==> src/rtl/cdp1802_io_bank.sv <==
// CDP1802-style I/O bank: N-line decoded output latches with write strobes,
// per-port input FIFOs read through the INP path, sticky underrun flags,
// a status port at N=7 and EF flag lines summarising FIFO state.
// The status word places the underrun summary at bit 7, so W must be >= 8.
module cdp1802_io_bank #(
  parameter int NPORTS = 4,
  parameter int W      = 8,
  parameter int DEPTH  = 4
) (
  input  logic                clock,
  input  logic                resetq,
  input  logic [2:0]          io_n,
  input  logic                io_wr,
  input  logic                io_rd,
  input  logic [W-1:0]        io_wdata,
  output logic [W-1:0]        io_rdata,
  output logic [3:0]          ef,
  output logic [NPORTS*W-1:0] out_data,
  output logic [NPORTS-1:0]   out_stb,
  input  logic [NPORTS*W-1:0] in_data,
  input  logic [NPORTS-1:0]   in_valid,
  output logic [NPORTS-1:0]   in_ready
);
  localparam int            AW        = (DEPTH > 1) ? $clog2(DEPTH) : 1;
  localparam int            CW        = AW + 1;
  localparam logic [2:0]    STAT_PORT = 3'd7;
  localparam logic [CW-1:0] FULL_CNT  = CW'(DEPTH);

  logic [W-1:0]      r_out [NPORTS];
  logic [NPORTS-1:0] r_stb;
  logic [W-1:0]      r_mem [NPORTS][DEPTH];
  logic [AW-1:0]     r_wp  [NPORTS];
  logic [AW-1:0]     r_rp  [NPORTS];
  logic [CW-1:0]     r_cnt [NPORTS];
  logic [NPORTS-1:0] r_unf;

  logic [NPORTS-1:0] w_sel;
  logic [NPORTS-1:0] w_wr;
  logic [NPORTS-1:0] w_push;
  logic [NPORTS-1:0] w_pop;
  logic [NPORTS-1:0] w_uset;
  logic [NPORTS-1:0] w_uclr;
  logic [NPORTS-1:0] w_nonempty;
  logic [NPORTS-1:0] w_full;
  logic              w_stat_sel;
  logic [7:0]        w_status;
  logic [W-1:0]      w_head;

  // Decode the N lines and derive per-port push/pop/underrun events
  always_comb begin
    w_stat_sel = (io_n == STAT_PORT);
    for (int k = 0; k < NPORTS; k++) begin
      w_sel[k]      = (io_n == 3'(k + 1));
      w_nonempty[k] = (r_cnt[k] != '0);
      w_full[k]     = (r_cnt[k] == FULL_CNT);
      w_wr[k]       = w_sel[k] & io_wr;
      w_pop[k]      = w_sel[k] & io_rd & w_nonempty[k];
      w_uset[k]     = w_sel[k] & io_rd & ~w_nonempty[k];
      w_uclr[k]     = w_stat_sel & io_wr & io_wdata[k];
      // Readiness comes from the registered count only; a same-cycle pop
      // does not make room for a push into a full FIFO.
      w_push[k]     = in_valid[k] & ~w_full[k];
    end
  end

  // INP data path: FIFO head, status word, or all ones when nothing to give
  always_comb begin
    w_status             = '0;
    w_status[NPORTS-1:0] = w_nonempty;
    w_status[7]          = |r_unf;
    w_head               = '1;
    for (int k = 0; k < NPORTS; k++) begin
      if (w_sel[k] && w_nonempty[k]) begin
        w_head = r_mem[k][r_rp[k]];
      end
    end
    io_rdata = w_stat_sel ? W'(w_status) : w_head;
  end

  // Pack latches onto the output bus and summarise FIFO state on the EF lines
  always_comb begin
    for (int k = 0; k < NPORTS; k++) begin
      out_data[k*W +: W] = r_out[k];
      in_ready[k]        = resetq & ~w_full[k];
    end
    out_stb = r_stb;
    ef      = {1'b0, |r_unf, |w_full, |w_nonempty};
  end

  // Output latches and their one-cycle write strobes
  always_ff @(posedge clock or negedge resetq) begin
    if (!resetq) begin
      for (int k = 0; k < NPORTS; k++) begin
        r_out[k] <= '0;
      end
      r_stb <= '0;
    end else begin
      r_stb <= w_wr;
      for (int k = 0; k < NPORTS; k++) begin
        if (w_wr[k]) begin
          r_out[k] <= io_wdata;
        end
      end
    end
  end

  // FIFO pointers and occupancy; push and pop together leave the count alone
  always_ff @(posedge clock or negedge resetq) begin
    if (!resetq) begin
      for (int k = 0; k < NPORTS; k++) begin
        r_wp[k]  <= '0;
        r_rp[k]  <= '0;
        r_cnt[k] <= '0;
      end
    end else begin
      for (int k = 0; k < NPORTS; k++) begin
        if (w_push[k]) begin
          r_wp[k] <= r_wp[k] + AW'(1);
        end
        if (w_pop[k]) begin
          r_rp[k] <= r_rp[k] + AW'(1);
        end
        case ({w_push[k], w_pop[k]})
          2'b10:   r_cnt[k] <= r_cnt[k] + CW'(1);
          2'b01:   r_cnt[k] <= r_cnt[k] - CW'(1);
          default: r_cnt[k] <= r_cnt[k];
        endcase
      end
    end
  end

  // FIFO storage; entries are meaningful only between the pointers
  always_ff @(posedge clock) begin
    for (int k = 0; k < NPORTS; k++) begin
      if (w_push[k]) begin
        r_mem[k][r_wp[k]] <= in_data[k*W +: W];
      end
    end
  end

  // Sticky underrun bits; a new underrun beats a same-cycle clear
  always_ff @(posedge clock or negedge resetq) begin
    if (!resetq) begin
      r_unf <= '0;
    end else begin
      r_unf <= (r_unf & ~w_uclr) | w_uset;
    end
  end

endmodule
==> config.mk <==
export PLATFORM = sky130hd
export DESIGN_NAME = cdp1802_io_bank
export DESIGN_NICKNAME = d
export VERILOG_FILES = /design/src/rtl/cdp1802_io_bank.sv
export SDC_FILE = /design/constraint.sdc
export NUM_CORES = 1
export LEC_CHECK = 0
export CORE_MARGIN = 2
export CORE_UTILIZATION = 35
export CTS_BUF_LIST = sky130_fd_sc_hd__clkbuf_4
export CTS_CLUSTER_DIAMETER = 60
export DETAILED_ROUTE_END_ITERATION = 7
export DONT_BUFFER_PORTS = 1
export PLACE_DENSITY = 0.6
export SLEW_MARGIN = 20
export SYNTH_ARGS = -nofsm -noshare
export SYNTH_HDL_FRONTEND = slang
export SYNTH_SLANG_ARGS = --single-unit
export TNS_END_PERCENT = 100
==> constraint.sdc <==
create_clock -name clock -period 2.3 [get_ports clock]
set_clock_uncertainty 0.15 [all_clocks]
set_input_delay 0.46 -clock clock [delete_from_list [all_inputs] [get_ports clock]]
set_output_delay 0.46 -clock clock [all_outputs]
set_load 0.05 [all_outputs]
==> impl_metrics.env <==
export IMPL_async_reset_ff_frac=0.347
export IMPL_die_w_um=157
export IMPL_final_common_cell="edfxtp_1"
export IMPL_maxCapViolCount=0
export IMPL_worst_slew_pin_slew_ps=550
export IMPL_ios=103
export IMPL_cts_max_level=4
export IMPL_layout_setup_ws_ps=-719
export IMPL_track_usage=0.153
export IMPL_crit_path_end_kind="output port"
export IMPL_max_stage_delay_ps=500
export IMPL_dp_hpwl_um=12600
export IMPL_syn_inst=474
export IMPL_ir_drop_uv=520
export IMPL_fmax_ghz=0.331
export IMPL_first_pass_iters=4
export IMPL_grtUsageMet1=0.190
export IMPL_grt_pass1_wl_um=27600
export IMPL_dp_worst_setup_slack_ps=-164
export IMPL_slowest_stage="mux4_2"
export IMPL_gr_total_overflow=0
export IMPL_drc=0
export IMPL_wl_um=18200
export IMPL_tns_ps=-5300
export IMPL_setup_violations=12
export IMPL_crit_chain="buf_12 > mux4_2 > o211ai_1 > a21oi_4 > buf_12"
export IMPL_vias_per_cell=4.82
export IMPL_relSlewSlack=0.633
export IMPL_hold_class="input port to register"
export IMPL_cp_arrival_ps=2410
export IMPL_grt_pass1_vias=4878
export IMPL_clock_path_buffers=2
export IMPL_row_count=55
export IMPL_yosys_warnings=0
export IMPL_cts_tree="done"
export IMPL_failed_checks="negative setup slack"
export IMPL_cpMostUsedCell="buf_12"
export IMPL_cts_buffers=17
export IMPL_clock_sink_count=196
export IMPL_ant_nets=0
export IMPL_synth_avg_cell_area_um2=17.3
export IMPL_rsz0062_at_grt="yes"
export IMPL_drive_above_1_share=0.392
export IMPL_use_met2=0.258
export IMPL_instances_no_fill=928
export IMPL_layout_common_cells="128 x edfxtp_1, 66 x dfrtp_1, 48 x dlygate4sd3_1"
export IMPL_cts_root_buffer="clkbuf_4"
export IMPL_fin_crit_ps=3020
export IMPL_whs_ps=66.2
export IMPL_dieArea_um2=24600
export IMPL_busiest_layer="met2"
export IMPL_start_util=0.359
export IMPL_wl_per_cell_um=19.6
export IMPL_drv_slew=0
export IMPL_power_density_nw_per_um2=1140
export IMPL_p_leak_uw=0.00391
export IMPL_path_clk_slew_ps=170
export IMPL_gp_routability_congestion=0.766
export IMPL_synth_nets=549
export IMPL_path_class="register to output port"
export IMPL_netlist_area_um2=8180
export IMPL_yosys_cell_types_count=47
export IMPL_initialDrtViolationCount=307
export IMPL_status="finished with violations"
export IMPL_hold_viol=0
export IMPL_grt_max_degree=69
export IMPL_period_share=1.31
export IMPL_worstPathRequired_ps=1690
export IMPL_synth_seq_cells=196
export IMPL_core_um2=22800
export IMPL_clkLatencyLatePin_ps=570
export IMPL_use_met3=0.0432
export IMPL_final_nets=675
export IMPL_place_inst=823
export IMPL_ys_seq_area_frac=0.678
export IMPL_synth_edff_count=128
export IMPL_die_h_um=157
export IMPL_fill_cells=1972
export IMPL_vias=4471
export IMPL_antenna_found_initial=2
export IMPL_synthToLayoutAreaGrowth_pct=27.6
export IMPL_io_buffers=0
export IMPL_cp_start_kind="register"
export IMPL_cp_max_fo=3
export IMPL_synth_ff_type="edfxtp_1"
## critical path, delay by kind of cell (launching register included)
family / cells / cell delay, ps
compound gates: 2 / 570
buf+inv: 2 / 300
mux: 1 / 500
flops: 1 / 460
## registers in the layout, summed over array words and instances (netlist names)
register,cells
out_stb,4
r_mem,128
r_wp,8
r_unf,4
r_cnt,12
out_data,32
r_rp,8
## report_power, final
| part | internal [µW] | switching (µW) | total, µW |
|---|---|---|---|
| logic | 2300 | 2120 | 4410 |
| clock network | 497 | 1280 | 1780 |
| registers | 4660 | 1030 | 5690 |
| total | 7450 | 4420 | 11900 |
## layout make-up
| cell class | count | area [µm²] | area share |
|---|---|---|---|
| clock inverters | 15 | 155 | 0.0149 |
| repair buffers | 127 | 1330 | 0.127 |
| flip-flops and latches | 196 | 5550 | 0.531 |
| well taps | 313 | 392 | 0.0375 |
| diodes | 2 | 5.00 | 0.000479 |
| clock buffers | 17 | 128 | 0.0122 |
| inverters | 25 | 106 | 0.0102 |
| multi-input cells | 233 | 2780 | 0.266 |
## per-stage QoR
stage	power [µW]	util	instance area, µm²
global route	12500	0.458	10400
CTS	11700	0.447	10200
finish	11900	0.458	10400
detailed placement	9360	0.402	9150
global placement	9190	0.402	9150
floorplan	7980	-	8330
## cell usage after synthesis (all sizes together) (4+ instances only)
master / instances / share of area
xor2: 12 / 0.013
nor2b: 9 / 0.0069
clkbuf: 8 / 0.0041
xnor2: 12 / 0.013
or3: 4 / 0.0031
buf: 12 / 0.0090
o22ai: 9 / 0.0069
and3: 5 / 0.0038
edfxtp: 128 / 0.47
ha: 20 / 0.031
fa: 4 / 0.0098
and2: 21 / 0.016
mux2: 36 / 0.050
o21ai: 5 / 0.0031
nand2: 6 / 0.0028
dfrtp: 68 / 0.21
mux4: 32 / 0.091
nor2: 11 / 0.0054
nand3: 8 / 0.0049
nor3: 9 / 0.0080
inv: 25 / 0.011
## cell families after synthesis
kind of cell,synth area share
compound gates,0.0239
xor+xnor,0.0257
fa+ha+maj,0.0404
buf+inv,0.0246
flops,0.678
mux,0.145
other cells,0.000458
simple gates,0.0626
## what timing repair did
item | CTS | global route
gates resized for setup | 47 | 43
hold endpoints to repair | 239 | 3
endpoints found under the setup margin | 17 | 19
buffers inserted | 14 | 12
hold buffers | 47 | 2
pin swaps | 13 | 16
## routing by layer
metal,share of wire,vias up
met2,0.50,126
li1,-,2023
met3,0.051,21
met4,0.020,0
met5,0,-
met1,0.43,2301
## path summary, 6_finish.rpt
| path | to | cells after the start | slack, ps | startpoint |
|---|---|---|---|---|
| max reg2reg | r_cnt[11]$_DFFE_PN0P_ | 13 | 10 | r_cnt[10]$_DFFE_PN0P_ |
| max | io_rdata[1] | 5 | -720 | r_rp[6]$_DFFE_PN0P_ |
| min reg2reg | r_cnt[2]$_DFFE_PN0P_ | 1 | 390 | r_cnt[2]$_DFFE_PN0P_ |
| min in group asynchronous | out_data[10]$_DFFE_PN0P_ | 2 | 260 | resetq |
| max in group asynchronous | r_rp[2]$_DFFE_PN0P_ | 2 | 1420 | resetq |
| min | r_unf[0]$_DFF_PN0_ | 2 | 70 | io_rd |
Note: power is estimated with default switching activity, not from simulation.
